==> config.mk <==
export PLATFORM = sky130hd
export DESIGN_NAME = mem_stage_ctrl
export DESIGN_NICKNAME = d
export VERILOG_FILES = /design/src/rtl/mem_stage_ctrl.sv
export SDC_FILE = /design/constraint.sdc
export NUM_CORES = 1
export LEC_CHECK = 0
export BUFFER_PORTS_ARGS = -buffer_cell sky130_fd_sc_hd__buf_2
export CORE_ASPECT_RATIO = 1.75
export CORE_MARGIN = 2
export CORE_UTILIZATION = 42
export DETAILED_ROUTE_END_ITERATION = 16
export HOLD_SLACK_MARGIN = 0.15
export PLACE_DENSITY = 0.82
export SYNTH_ARGS = -nofsm -noshare
export SYNTH_HDL_FRONTEND = slang
export SYNTH_SLANG_ARGS = --single-unit
==> constraint.sdc <==
create_clock -name CLK -period 2.1 [get_ports CLK]
set_clock_uncertainty 0.15 [all_clocks]
set_input_delay 0.42 -clock CLK [delete_from_list [all_inputs] [get_ports CLK]]
set_output_delay 0.42 -clock CLK [all_outputs]
set_load 0.02 [all_outputs]
==> src/rtl/mem_stage_ctrl.sv <==
// mem_stage_ctrl
// MEM-stage data-memory access controller, sitting between the EX/MEM and
// MEM/WB pipeline registers. Issues exactly one dcache request per load or
// store, aligns sub-word store data onto byte lanes, and extracts and extends
// load data. When the dcache completes while the pipeline is frozen, the
// result is held and the request is not reissued until the pipeline advances.
//
// Ports
//   CLK, nRST       clock (rising edge), asynchronous active-low reset
//   memren_mem      load present in MEM
//   memwen_mem      store present in MEM
//   funct3_mem      access size/signedness (b, h, w, bu, hu)
//   addr_mem        byte address from the ALU
//   storedata_mem   right-aligned store data (rs2)
//   pipe_advance    all stage registers capture this cycle
//   dhit            dcache completes the current request this cycle
//   dmemload        raw dcache word, valid with dhit
//   dmemREN/WEN     dcache read/write requests
//   dmemaddr        word-aligned dcache address
//   dmemstore       lane-replicated store data
//   dmembyteen      store byte enables (0 when not writing)
//   dmemload_mem    extended load result to MEM/WB
//   mem_stall       MEM stage still waiting on the dcache
//   misalign_err    illegal or misaligned access present
//   stall_cnt       saturating count of stalled cycles
module mem_stage_ctrl #(
   parameter int DATA_W = 32,
   parameter int CNT_W  = 32
) (
   input  logic              CLK,
   input  logic              nRST,
   input  logic              memren_mem,
   input  logic              memwen_mem,
   input  logic [2:0]        funct3_mem,
   input  logic [DATA_W-1:0] addr_mem,
   input  logic [DATA_W-1:0] storedata_mem,
   input  logic              pipe_advance,
   input  logic              dhit,
   input  logic [DATA_W-1:0] dmemload,
   output logic              dmemREN,
   output logic              dmemWEN,
   output logic [DATA_W-1:0] dmemaddr,
   output logic [DATA_W-1:0] dmemstore,
   output logic [3:0]        dmembyteen,
   output logic [DATA_W-1:0] dmemload_mem,
   output logic              mem_stall,
   output logic              misalign_err,
   output logic [CNT_W-1:0]  stall_cnt
);

   typedef enum logic [1:0] {IDLE, BUSY, DONE} state_t;

   state_t            state;
   state_t            next_state;
   logic              access;
   logic              bad_access;
   logic              op;
   logic [7:0]        load_byte;
   logic [15:0]       load_half;
   logic [DATA_W-1:0] load_ext;
   logic [3:0]        lane_en;
   logic [DATA_W-1:0] lane_data;
   logic [DATA_W-1:0] held_load;

   assign access       = memren_mem | memwen_mem;
   assign misalign_err = access & bad_access;
   assign op           = access & ~bad_access;
   assign dmemaddr     = {addr_mem[DATA_W-1:2], 2'b00};

   // Classify the access: reserved funct3 codes, unsigned store encodings
   // and unaligned halfword/word addresses are all rejected.
   always_comb begin
      bad_access = 1'b0;
      case (funct3_mem)
         3'b000:  bad_access = 1'b0;
         3'b001:  bad_access = addr_mem[0];
         3'b010:  bad_access = |addr_mem[1:0];
         3'b100:  bad_access = memwen_mem;
         3'b101:  bad_access = memwen_mem | addr_mem[0];
         default: bad_access = 1'b1;
      endcase
   end

   // Extract the addressed byte/half from the raw word and extend it.
   // funct3[2] marks the unsigned variants.
   always_comb begin
      load_byte = dmemload[{addr_mem[1:0], 3'b000} +: 8];
      load_half = addr_mem[1] ? dmemload[31:16] : dmemload[15:0];
      case (funct3_mem)
         3'b000:  load_ext = {{24{load_byte[7]}}, load_byte};
         3'b100:  load_ext = {24'h000000, load_byte};
         3'b001:  load_ext = {{16{load_half[15]}}, load_half};
         3'b101:  load_ext = {16'h0000, load_half};
         default: load_ext = dmemload;
      endcase
   end

   // Replicate store data across lanes so the byte enables alone pick the
   // destination bytes in the cache line.
   always_comb begin
      case (funct3_mem)
         3'b000: begin
            lane_en   = 4'b0001 << addr_mem[1:0];
            lane_data = {4{storedata_mem[7:0]}};
         end
         3'b001: begin
            lane_en   = addr_mem[1] ? 4'b1100 : 4'b0011;
            lane_data = {2{storedata_mem[15:0]}};
         end
         default: begin
            lane_en   = 4'b1111;
            lane_data = storedata_mem;
         end
      endcase
   end

   // State register.
   always_ff @(posedge CLK or negedge nRST) begin
      if (!nRST) state <= IDLE;
      else       state <= next_state;
   end

   // Next-state logic. DONE means the access has completed but the pipeline
   // has not yet moved it on, so nothing may be reissued from there.
   always_comb begin
      next_state = state;
      case (state)
         IDLE: begin
            if (op && dhit && !pipe_advance) next_state = DONE;
            else if (op && !dhit)            next_state = BUSY;
         end
         BUSY: begin
            if (dhit && pipe_advance)        next_state = IDLE;
            else if (dhit && !pipe_advance)  next_state = DONE;
         end
         DONE: begin
            if (pipe_advance)                next_state = IDLE;
         end
         default: next_state = IDLE;
      endcase
   end

   // Output logic. Requests are gated with nRST so an in-flight request
   // drops the instant reset asserts rather than at the next clock edge.
   always_comb begin
      dmemREN      = 1'b0;
      dmemWEN      = 1'b0;
      dmembyteen   = 4'b0000;
      dmemstore    = lane_data;
      mem_stall    = 1'b0;
      dmemload_mem = '0;
      if (nRST && op && state != DONE) begin
         dmemREN   = memren_mem;
         dmemWEN   = memwen_mem;
         mem_stall = ~dhit;
      end
      if (dmemWEN) dmembyteen = lane_en;
      if (state == DONE)                   dmemload_mem = held_load;
      else if (dhit && memren_mem && op)   dmemload_mem = load_ext;
   end

   // Capture the extended load result on the way into DONE so it survives
   // the dcache moving on to other data while the pipeline is frozen.
   always_ff @(posedge CLK or negedge nRST) begin
      if (!nRST) begin
         held_load <= '0;
      end else if (next_state == DONE && state != DONE) begin
         held_load <= memren_mem ? load_ext : '0;
      end
   end

   // Stall-cycle performance counter, saturating at all-ones.
   always_ff @(posedge CLK or negedge nRST) begin
      if (!nRST) begin
         stall_cnt <= '0;
      end else if (mem_stall && stall_cnt != {CNT_W{1'b1}}) begin
         stall_cnt <= stall_cnt + {{(CNT_W-1){1'b0}}, 1'b1};
      end
   end

endmodule

* Word level (Yosys, flattened, before mapping) *
Cells that the tools add are included.

word-level totals
  word-level logic and storage cells = 56
  register bits after elaboration = 66
  output and inout bits = 136

cells by class
  reduce and logical (&&, ||, !) cells = 16
  bitwise gates (word level) = 6
  $add $sub $neg = 1
  eq/ne operators = 9
  multiplexer cells = 19
  shifts and indexed selects = 2

operator list
  cell                     count
  $pmux W32 S4             1
  $mux W32                 3
  $pmux W32 S2             1
  $add A32 B1 Y32 const B  1
  $ne A32 B32 Y1 const B   1
  $shiftx A32 B6 Y8        1
  $mux W16                 1
  $logic_and A1 B1 Y1      11
  $mux W2                  5
  $mux W4                  2
  $pmux W4 S2              1
  $eq A3 B3 Y1 const B     2
  $pmux W2 S3              1
  $pmux W1 S5              1
  $eq A2 B2 Y1 const B     2
  $shl A1 B2 Y4 const A    1
  $eq A3 B1 Y1 const B     1
  $eq A3 B2 Y1 const B     1
  $logic_not A3 Y1         1
  $mux W1                  3
  $and A1 B1 Y1            2
  $eq A2 B1 Y1 const B     1
  $logic_not A1 Y1         2
  $logic_not A2 Y1         1
  4 further kinds          6

* Logic depth before layout (Yosys ltp) *
Gate-level depths: netlist of the first run.

  depth in word-level cells = 10
  mapped depth = 9
  gate-level depth less buffers = 7

* Worst setup path after synthesis of the first run *
OpenSTA, ideal clock, no wires.

  path type = input port to output port
  from = input funct3_mem[0]
  to = output dmemload_mem[2]
  data arrival time = 1.890 ns
  required time = 1.530 ns
  path buffers = 3
  cell stages on the path = 5
  slack = -0.360 ns
  cell sequence = buf_6 -> clkbuf_1 -> buf_1 -> o31ai_1 -> o21ai_0

on the way
  longest elaborated chain between the ends = 7
  elaborated cells between the ends (all ways) = 12
  those cells by class = eq/ne: 4; mux: 4; bitwise: 2; reduce/logical: 2

RTL lines
  item                                  RTL line  source
  from (decl)                           34        input logic [2:0] funct3_mem,
  $eq A3 B3 Y1 (tied with other cells)  74, 89
  $pmux W1 S5                           74        case (funct3_mem)
  $not A1 Y1                            67        assign op = access & ~bad_access;
  $and A1 B1 Y1                         67
  $logic_and A1 B1 Y1                   159       else if (dhit && memren_mem && op) dmemload_mem = load_ext;
  $mux W32 *                            159
  $mux W32 *                            158       if (state == DONE) dmemload_mem = held_load;
  to (decl)                             45        output logic [DATA_W-1:0] dmemload_mem,

Every way passes the cells marked *; elsewhere a longest branch is shown, timed or not.

* Worst setup path after layout of the first run *
  from = input addr_mem[0]
  to = output dmemload_mem[12]

on the way
  longest elaborated chain between the ends = 7
  elaborated cells between the ends (all ways) = 10
  those cells by class = shift: 1; mux: 4; bitwise: 3; reduce/logical: 2

RTL lines
  item                                                                       RTL line  source
  from (decl)                                                                35        input logic [DATA_W-1:0] addr_mem,
  parallel branches: the longest is 5 deep, another holds $shiftx A32 B6 Y8  n/a
  $mux W32 *                                                                 159
  $mux W32 *                                                                 158

Every way passes the cells marked *.

==> results of run 1 <==
[metal layers]
metal  track usage (%)  wire (um)  vias up  share of wire, %
met4              23.6       1460        0               7.7
met5                 0          0        -                 0
met1              31.0       6420     2436                34
met2              54.7      10000      289                53
li1                  -          -     2203                 -
met3              5.23       1100       92               5.8
[Yosys cell counts, types with 2 or more instances]
| cell type | count |
|---|---|
| xnor2_1 | 25 |
| a221o_1 | 8 |
| o221ai_1 | 2 |
| buf_1 | 4 |
| mux2_2 | 17 |
| nor3_2 | 2 |
| a21oi_1 | 15 |
| buf_6 | 3 |
| mux2i_1 | 11 |
| o22ai_1 | 2 |
| nand4_1 | 15 |
| and4_1 | 2 |
| clkbuf_1 | 16 |
| a21oi_2 | 2 |
| buf_2 | 3 |
| a31oi_1 | 4 |
| o21ai_1 | 4 |
| o31ai_1 | 2 |
| nand2_1 | 46 |
| o21ai_0 | 20 |
| dfrtp_1 | 66 |
| nor3_1 | 5 |
| o21a_1 | 2 |
| nand2b_1 | 20 |
| nor2b_1 | 9 |
| xor2_1 | 4 |
| and2_1 | 4 |
| nor2_2 | 2 |
| nand3_1 | 9 |
| nor2_1 | 24 |
| a211oi_2 | 2 |
| or3_1 | 2 |
| and3_1 | 7 |
| nand3_2 | 4 |
| inv_1 | 15 |
| a22o_1 | 51 |
| mux4_2 | 4 |
| buf_4 | 43 |
[path summary, 6_finish.rpt]
| kind | startpoint | end | slack [ns] |
|---|---|---|---|
| max | addr_mem[0] | dmemload_mem[12] | -0.42 |
| min | nRST | held_load[27] | 0.18 |
| max reg2reg | state[0] | held_load[15] | 0.03 |
| min reg2reg | stall_cnt[26] | stall_cnt[26] | 0.33 |
| max in group asynchronous | nRST | stall_cnt[28] | 0.92 |
| min in group CLK | dhit | state[0] | 0.30 |
[sequential cells by signal (all words and copies together), names as in the netlist]
signal,count
held_load,32
stall_cnt,32
state,2
[power by group through the flow]
stage	clock network [mW]	registers (mW)	logic, mW
after floorplan	0	1.63	0.771
after global placement	0	1.58	1.20
after detailed placement	0	1.59	1.23
after CTS	1.35	1.58	1.46
after global routing	1.39	1.60	1.62
final	1.33	1.58	1.54
[worst reg2reg max path: stages, from the launching register on]
cell and delay (ns):
dfrtp_1 0.41, buf_4 0.16, or3_1 0.37, o311a_2 0.17, nand3b_4 0.10, buf_4 0.19
nor2_2 0.05, buf_4 0.17, a22o_1 0.19
[final cells by class]
type,count,area (um2)
Tap cell,132,165
Clock inverter,3,17.5
Inverter,15,56.3
Fill cell,791,3460
Timing Repair Buffer,289,2290
Sequential cell,66,1650
Multi-Input combinational cell,346,3090
Clock buffer,12,236
[repair_timing]
action,CTS,global route
setup buffers,19,15
endpoints found under the setup margin,66,67
hold buffers,2,0
pin swaps,17,15
cloned,2,1
hold endpoints to repair,29,0
gates resized for setup,185,39
[per-stage QoR]
step	utilization [%]	power (mW)
after detailed placement	56.3	2.82
after global placement	56.3	2.78
after floorplan	-	2.40
final	68.5	4.45
after CTS	66.4	4.38
after global routing	68.5	4.61
[kinds of logic after synthesis]
group | Yosys count
AND/OR/NAND/NOR | 161
AO/OA/AOI/OAI | 120
buffers and inverters | 85
flip-flops | 66
multiplexers | 32
XOR/XNOR | 30
adder cells (fa/ha/maj) | 1
other | 1
==> metrics.md, run 1 <==
| Metric | Value |
|---|---|
| Final Hold Viols | `0` |
| # IOs | `241` |
| Worst Setup End Kind | `output port` |
| Most frequent cells in the layout | `buf_2, buf_4, buf_6, dfrtp_1, nand2_1` |
| Synth top area share | `35.2%` |
| Levels on crit path | `10` |
| Synth Cell Area | `0.00469 mm2` |
| Switching portion of total power | `32.6%` |
| First-pass GRT wire length | `28100 um` |
| Fin cells | `863` |
| Async set-or-reset flop fraction in the synthesized netlist | `100%` |
| Area after DPL | `0.00618 mm2` |
| Initial Utilization | `42.7%` |
| Maximum vdd drop | `0.653 mV` |
| Most common cell after layout, fill and taps aside | `buf_2` |
| Rel. slew slack | `65.4%` |
| Max Cap Violations | `0` |
| Worst Path Buf+Inv | `5` |
| Antenna violations before repair | `0` |
| DRC viols | `0` |
| Status | `finished, violations left` |
| CTS tree | `built` |
| Die height | `144 um` |
| Worst setup SP type | `input pin` |
| Ys Warns | `0` |
| Cells after synthesis | `496` |
| Post-Synth Adder-Cell Area | `0.267%` |
| Reg2Reg Depth | `8` |
| Inst Count DP | `817` |
| Simple-gate share of the synthesized area | `19.8%` |
| Final worst path period share | `120%` |
| Netlist cell types | `58` |
| H-Tree Depth | `3` |
| Leak | `3.73 nW` |
| Post-synth top flop | `dfrtp_1` |
| Count of pins over their slew limit | `0` |
| Post-synth EDFFs | `0` |
| Wire per inst | `22.0 um` |
| DRT iter0 DRCs | `269` |
| Core Footprint | `0.0110 mm2` |
| Area Overhead vs Synth | `60.3%` |
| Slowest cell on the critical path | `nor4_4` |
| TritonCTS sink count | `66` |
| Chip Width | `83.9 um` |
| Number of port buffers | `178` |
| Post-route ant nets | `0` |
| Dominant cells by area after synthesis | `dfrtp_1, a22o_1, buf_4, xnor2_1, mux2_2` |
| Setup CP Type | `in2out` |
| #FFs+latches synth | `66` |
| Clock power frac | `29.9%` |
| Die ar. | `0.0121 mm2` |
| Global route total overflow | `0` |
| Layout cells sized above 1 | `57.0%` |
| Dpl hpwl | `13600 um` |
| Fin worst setup slack | `-0.417 ns` |
| Final nets | `833` |
| Xor/xnor share of the synthesized area | `5.76%` |
| Largest net degree at the start of global routing | `39` |
| Vias in the first global route | `5311` |
| Post-synthesis mux area share | `8.35%` |
| Crit path time final | `2.52 ns` |
| Diode count | `0` |
| DRT Wirelength | `19000 um` |
| Worst EP required | `1.53 ns` |
| Leading area contributor after synthesis | `dfrtp_1` |
| Via/cell ratio | `5.82` |
| Via count | `5020` |
| Total Routing Usage GR | `30.4%` |
| Largest family of logic cells by synthesized area | `simple AND/OR/NAND/NOR gates` |
| Sequential area share after synthesis | `35.2%` |
| Internal | `3.00 mW` |
| Unrepaired setup endpoints after global routing | `yes` |
| Post-route cell area | `0.00752 mm2` |
| Critical path's top delay family | `buffers and inverters` |
| Sequential power share | `35.6%` |
| Cell row count | `51` |
| Global placer's final weighted congestion | `0.953` |
| Worst-path clk slew | `0.06 ns` |
| Compound-Gate Fraction of Synth Area | `19.4%` |
| PwrDens | `592 mW/mm2` |
| Fin Setup TNS | `-13.71 ns` |
| Power share of the combinational group | `34.5%` |
| Worst slack, placed | `-0.488 ns` |
| Hold slack final | `0.180 ns` |
| Worst path max stage delay | `0.32 ns` |
| Root Buffer | `clkbuf_16` |
| Number of buffers created by CTS | `9` |
| Mean Syn Cell Area | `9.45 um2` |
| Failing checks | `setup timing` |
| Worst-margin pin slew | `0.518 ns` |
| Hold Crit Class | `in2async` |
| Worst Path Arrival | `1.95 ns` |
| Maximum operating frequency | `0.397 GHz` |
| CP cell instances | `buf_6 > buf_12 > nor4_4 > buf_4 > or2_4 > nand3_4 > nor2_4 > buf_12 > a22o_1 > buf_6` |
| Longest Clk Path Bufs | `2` |
| Final Setup Violations | `48` |
| CP Max Fanout | `9` |
| Drt first pass iters | `5` |
| Clk Latency, worst-skew pair | `0.33 ns` |
| NetSw | `1.45 mW` |
No activity file was read; power rests on OpenSTA's default activity.
==> inputs of run 2 (changes only) <==
==> constraint.sdc (replaced) <==
create_clock -name CLK -period 2.1 [get_ports CLK]
set_clock_uncertainty 0.15 [all_clocks]
set_input_delay 0.105 -clock CLK [delete_from_list [all_inputs] [get_ports CLK]]
set_output_delay 0.105 -clock CLK [all_outputs]
set_load 0.02 [all_outputs]
==> metrics.md, run 2 (same netlist as run 1, synthesis figures left out) <==
| Metric | Value |
|---|---|
| Biggest regs | `held_load (32), stall_cnt (32), state (2)` |
| DRT Wirelength | `18200 um` |
| Core Util, Final | `61.5%` |
| Longest Clk Path Bufs | `2` |
| CTS tree | `built` |
| Setup CP Type | `in2out` |
| DRT iter0 DRCs | `383` |
| Top cell by count, worst path | `buf_2` |
| Total Routing Usage GR | `28.7%` |
| Rel. slew slack | `53.8%` |
| DRC viols | `0` |
| Final nets | `829` |
| Die height | `144 um` |
| Worst setup SP type | `input pin` |
| Wire per inst | `21.1 um` |
| Final worst path period share | `100%` |
| Vias in the first global route | `4857` |
| Maximum operating frequency | `0.476 GHz` |
| Leak | `3.35 nW` |
| Failing checks | `setup timing` |
| Via/cell ratio | `5.75` |
| Area Overhead vs Synth | `43.8%` |
| Final Hold Viols | `0` |
| Die ar. | `0.0121 mm2` |
| Global route total overflow | `0` |
| Number of buffers created by CTS | `9` |
| Post-route ant nets | `0` |
| Area after DPL | `0.00556 mm2` |
| Worst path max stage delay | `0.56 ns` |
| Worst-margin pin slew | `0.692 ns` |
| TritonCTS sink count | `66` |
| Chip Width | `83.9 um` |
| Unrepaired setup endpoints after global routing | `yes` |
| CP cell instances | `buf_2 > and2_1 > nor3_1 > a211oi_2 > a221o_1 > a22o_1 > buf_2` |
| # IOs | `241` |
| Crit path time final | `2.10 ns` |
| Cell row count | `51` |
| Post-route cell area | `0.00675 mm2` |
| Worst Setup End Kind | `output port` |
| Via count | `4959` |
| Final Setup Violations | `1` |
| Max Cap Violations | `0` |
| Worst-path clk slew | `0.06 ns` |
| Root Buffer | `clkbuf_16` |
| Worst Path Buf+Inv | `2` |
| Slowest cell on the critical path | `a211oi_2` |
| Most common cell after layout, fill and taps aside | `buf_2` |
| Layout cells sized above 1 | `40.8%` |
| Most frequent cells in the layout | `buf_2, dfrtp_1, dlygate4sd3_1, a22o_1, nand2_1` |
| H-Tree Depth | `3` |
| Worst Path Arrival | `1.85 ns` |
| Drt first pass iters | `7` |
| Maximum vdd drop | `0.709 mV` |
| Global placer's final weighted congestion | `0.958` |
| PwrDens | `686 mW/mm2` |
| Fin worst setup slack | `-0.00112 ns` |
| Hold Crit Class | `in2reg` |
| Dpl hpwl | `13700 um` |
| Clk Latency, worst-skew pair | `0.33 ns` |
| Initial Utilization | `42.7%` |
| Status | `finished, violations left` |
| First-pass GRT wire length | `26400 um` |
| Critical path's top delay family | `compound AO/OA/AOI/OAI gates` |
| Worst EP required | `1.85 ns` |
| Count of pins over their slew limit | `0` |
| Number of port buffers | `178` |
| Core Footprint | `0.0110 mm2` |
| Largest net degree at the start of global routing | `55` |
| Worst slack, placed | `-0.0160 ns` |
| CP Max Fanout | `14` |
| Antenna violations before repair | `2` |
[run 2: cell count changes in the layout (fill, tap and decap cells not counted), moves of 10 or more]
cell,change
dlygate4sd3_1,+62
mux2_4,-16
a22o_4,-14
buf_2,+62
a21oi_1,+12
a21oi_2,-10
mux2_2,+16
buf_4,-48
a22o_1,+14
buf_6,-75
[run 2: power breakdown]
part	leakage, nW	internal (mW)	switching [mW]
clock	0.171	1.17	0.602
combinational	2.29	0.566	0.711
sequential	0.889	1.46	0.124
total	3.35	3.19	1.44
[run 2: cell type report]
cell class | count | area (um2)
Tap cell | 132 | 165
Inverter | 15 | 56.3
Clock buffer | 9 | 225
Clock inverter | 7 | 125
Multi-Input combinational cell | 346 | 2610
Timing Repair Buffer | 285 | 1900
Sequential cell | 66 | 1650
Antenna cell | 2 | 5.00
Fill cell | 907 | 4230
[run 2: timing repair]
| item | CTS | global route |
|---|---|---|
| gates resized for setup | 9 | 20 |
| gates cloned | 0 | 3 |
| hold buffers | 64 | 0 |
| pin swaps | 0 | 6 |
| hold endpoints to repair | 127 | 0 |
| endpoints found under the setup margin | 28 | 40 |
| setup buffers | 0 | 6 |
[run 2: per-stage QoR]
step	hold WS, ns	total power [mW]	TNS (ns)	cells
2_1_floorplan	-0.341	2.32	0	497
3_3_place_gp	0.0191	2.64	0	771
3_5_place_dp	0.0175	2.68	-0.0210	771
4_1_cts	0.158	4.60	0	851
5_1_grt	0.177	4.80	-0.777	860
6_report	0.178	4.63	-0.00112	862
[run 2: worst reg2reg max path, cell delays in order, from the launching register on]
cell and delay, ns:
dfrtp_2 0.41, ha_1 0.19, nand2_1 0.11, nor3_4 0.27
and2_1 0.29, nor3b_2 0.25, nand3_1 0.13, xnor2_1 0.14
[run 2: path summary, 6_finish.rpt]
| check | startpoint | cells after the start | end | slack, ns |
|---|---|---|---|---|
| setup / recovery | addr_mem[1] | 7 | dmemload_mem[14] | -0.001 |
| setup reg to reg | stall_cnt[1] | 7 | stall_cnt[22] | 0.05 |
| hold / removal | dhit | 4 | held_load[4] | 0.18 |
| max in group asynchronous | nRST | 3 | stall_cnt[1] | 0.90 |
| hold reg to reg | stall_cnt[26] | 1 | stall_cnt[26] | 0.33 |
| min in group asynchronous | nRST | 3 | state[0] | 0.21 |
[run 2: metal layers]
layer  vias to the layer above  wire, um  GRT usage [%]
met1                      2357      6530           31.8
met2                       336      9330           51.7
li1                       2205         -              -
met4                         2       875           13.6
met5                         -        13              0
met3                        59      1440           6.38
==> inputs of run 3 (changes only) <==
CAP_MARGIN = 20   (was unset)
CORE_ASPECT_RATIO = 1.25   (was 1.75)
==> metrics.md, run 3 (same netlist as run 1, synthesis figures left out) <==
| Metric | Value |
|---|---|
| Status | `complete, no violations` |
| Reg area | `0.00166 mm2` |
| Wire per inst | `20.4 um` |
| Count of pins over their slew limit | `0` |
| Worst EP required | `1.85 ns` |
| Final Setup Violations | `0` |
| Chip Width | `98.5 um` |
| Antenna violations before repair | `4` |
| Fin cells | `868` |
| Area Overhead vs Synth | `44.7%` |
| Leak | `3.33 nW` |
| CP cell instances | `dlygate4sd3_1 > buf_2 > mux4_2 > mux2i_1 > o21ai_1 > buf_2` |
| DRT iter0 DRCs | `299` |
| Biggest regs | `held_load (32), stall_cnt (32), state (2)` |
| Setup CP Type | `in2out` |
| Critical path's top delay family | `buffers and inverters` |
| Clk Latency, worst-skew pair | `0.33 ns` |
| Crit path time final | `2.09 ns` |
| Die height | `122 um` |
| Worst-path clk slew | `0.06 ns` |
| Maximum vdd drop | `0.397 mV` |
| Drt first pass iters | `5` |
| Core Footprint | `0.0110 mm2` |
| Number of port buffers | `178` |
| Reg2Reg Depth | `6` |
| Hold slack final | `0.184 ns` |
| Post-route cell area | `0.00679 mm2` |
| Inst Count DP | `769` |
| Final worst path period share | `99.7%` |
| CP Max Fanout | `3` |
| First-pass GRT wire length | `27100 um` |
| Worst setup SP type | `input pin` |
| CTS tree | `built` |
| Most common cell after layout, fill and taps aside | `buf_2` |
| Worst Path Buf+Inv | `3` |
| Vias in the first global route | `5022` |
| Maximum operating frequency | `0.478 GHz` |
| Slowest cell on the critical path | `dlygate4sd3_1` |
| Total power | `4.39 mW` |
| Reg-to-Reg End | `stall_cnt[16]` |
| Fillers | `921` |
| Post-route ant nets | `0` |
| Global route total overflow | `0` |
| Worst-margin pin slew | `0.843 ns` |
| Via count | `4958` |
| Dpl hpwl | `12900 um` |
| Max Cap Violations | `0` |
| Worst Path Arrival | `1.84 ns` |
| Worst path max stage delay | `0.57 ns` |
| Cell row count | `43` |
| Via/cell ratio | `5.71` |
| Rel. slew slack | `43.8%` |
| Hold Crit Class | `in2reg` |
| PwrDens | `647 mW/mm2` |
| DRT Wirelength | `17700 um` |
| TritonCTS sink count | `66` |
| Layout cells sized above 1 | `39.9%` |
| Worst Setup End Kind | `output port` |
| Initial Utilization | `42.7%` |
| R2r setup slk | `0.07 ns` |
| H-Tree Depth | `3` |
| FF-to-FF Start | `stall_cnt[0]` |
| Global placer's final weighted congestion | `0.956` |
| Total Routing Usage GR | `29.2%` |
| Final nets | `826` |
| Top cell by count, worst path | `buf_2` |
| Area after DPL | `0.00554 mm2` |
| Largest net degree at the start of global routing | `67` |
| Most frequent cells in the layout | `buf_2, dlygate4sd3_1, dfrtp_1, a22o_1, nand2_1` |
| Longest Clk Path Bufs | `2` |
| Hold path startpoint | `funct3_mem[1]` |
| Unrepaired setup endpoints after global routing | `yes` |
| Final Hold Viols | `0` |
| Hold path endpoint | `held_load[0]` |
| Core Util, Final | `61.8%` |
| Hold Path Depth | `3` |
| Area of the multi-input gates | `0.00261 mm2` |
| Die ar. | `0.0120 mm2` |
| # IOs | `241` |
| DRC viols | `0` |
| Root Buffer | `clkbuf_16` |
| Number of buffers created by CTS | `9` |
==> run 3: cell types whose count changed in the layout (fill, tap and decap cells not counted), sizes merged, moves of 2 or more <==
cell	delta
diode	+6
buf	-5
dlygate4sd3	+3
bufinv	-2
clkbuf	+2
clkinvlp	+2
inv	-2
==> run 3: tightest hold or removal path, stage by stage <==
cell and delay, ns:
buf_2 0.19, o221ai_1 0.21, o21ai_0 0.10
==> run 3: per-stage QoR <==
step / setup WS (ns) / TNS (ns)
after floorplan: 0.0437 / 0
after global placement: 0.149 / 0
after detailed placement: 0.110 / 0
after CTS: -0.0135 / -0.0135
after global routing: -0.0830 / -0.332
final: 0.00685 / 0
==> run 3: layout make-up <==
class,count,area share [%]
Tap cell,135,2.49
Multi-Input combinational cell,346,38.4
Clock buffer,12,3.78
Sequential cell,66,24.4
Clock inverter,4,0.737
Timing Repair Buffer,282,29.1
Antenna cell,8,0.295
Inverter,15,0.830
==> run 3: metal layers <==
metal	GRT usage [%]	share of wire [%]
met1	34.4	37
met2	50.5	49
met3	6.88	9.3
met4	12.9	4.0
met5	0	0.062
==> run 3: what timing repair did <==
action	in CTS	in global routing
hold endpoints to repair	130	0
hold buffers	67	0
buffers inserted	5	2
setup endpoints to repair	23	42
cloned	1	0
pin swaps	2	7
resized for setup	27	25
==> run 3: worst max path at each step <==
stage / startpoint / end / slack, ns / cells past startpoint
floorplan: stall_cnt[0] / stall_cnt[22] / 0.04 / 7
global placement: funct3_mem[0] / dmemload_mem[1] / 0.15 / 8
detailed placement: funct3_mem[0] / stall_cnt[1] / 0.11 / 7
CTS: state[1] / dmemload_mem[18] / -0.01 / 8
global route: stall_cnt[11] / stall_cnt[26] / -0.08 / 7
finish: dmemload[30] / dmemload_mem[6] / 0.007 / 6
==> run 3: where the power goes <==
part           switching, mW  internal (mW)  total (mW)
sequential             0.137           1.46        1.59
combinational          0.692          0.569        1.26
clock                  0.554          0.981        1.54
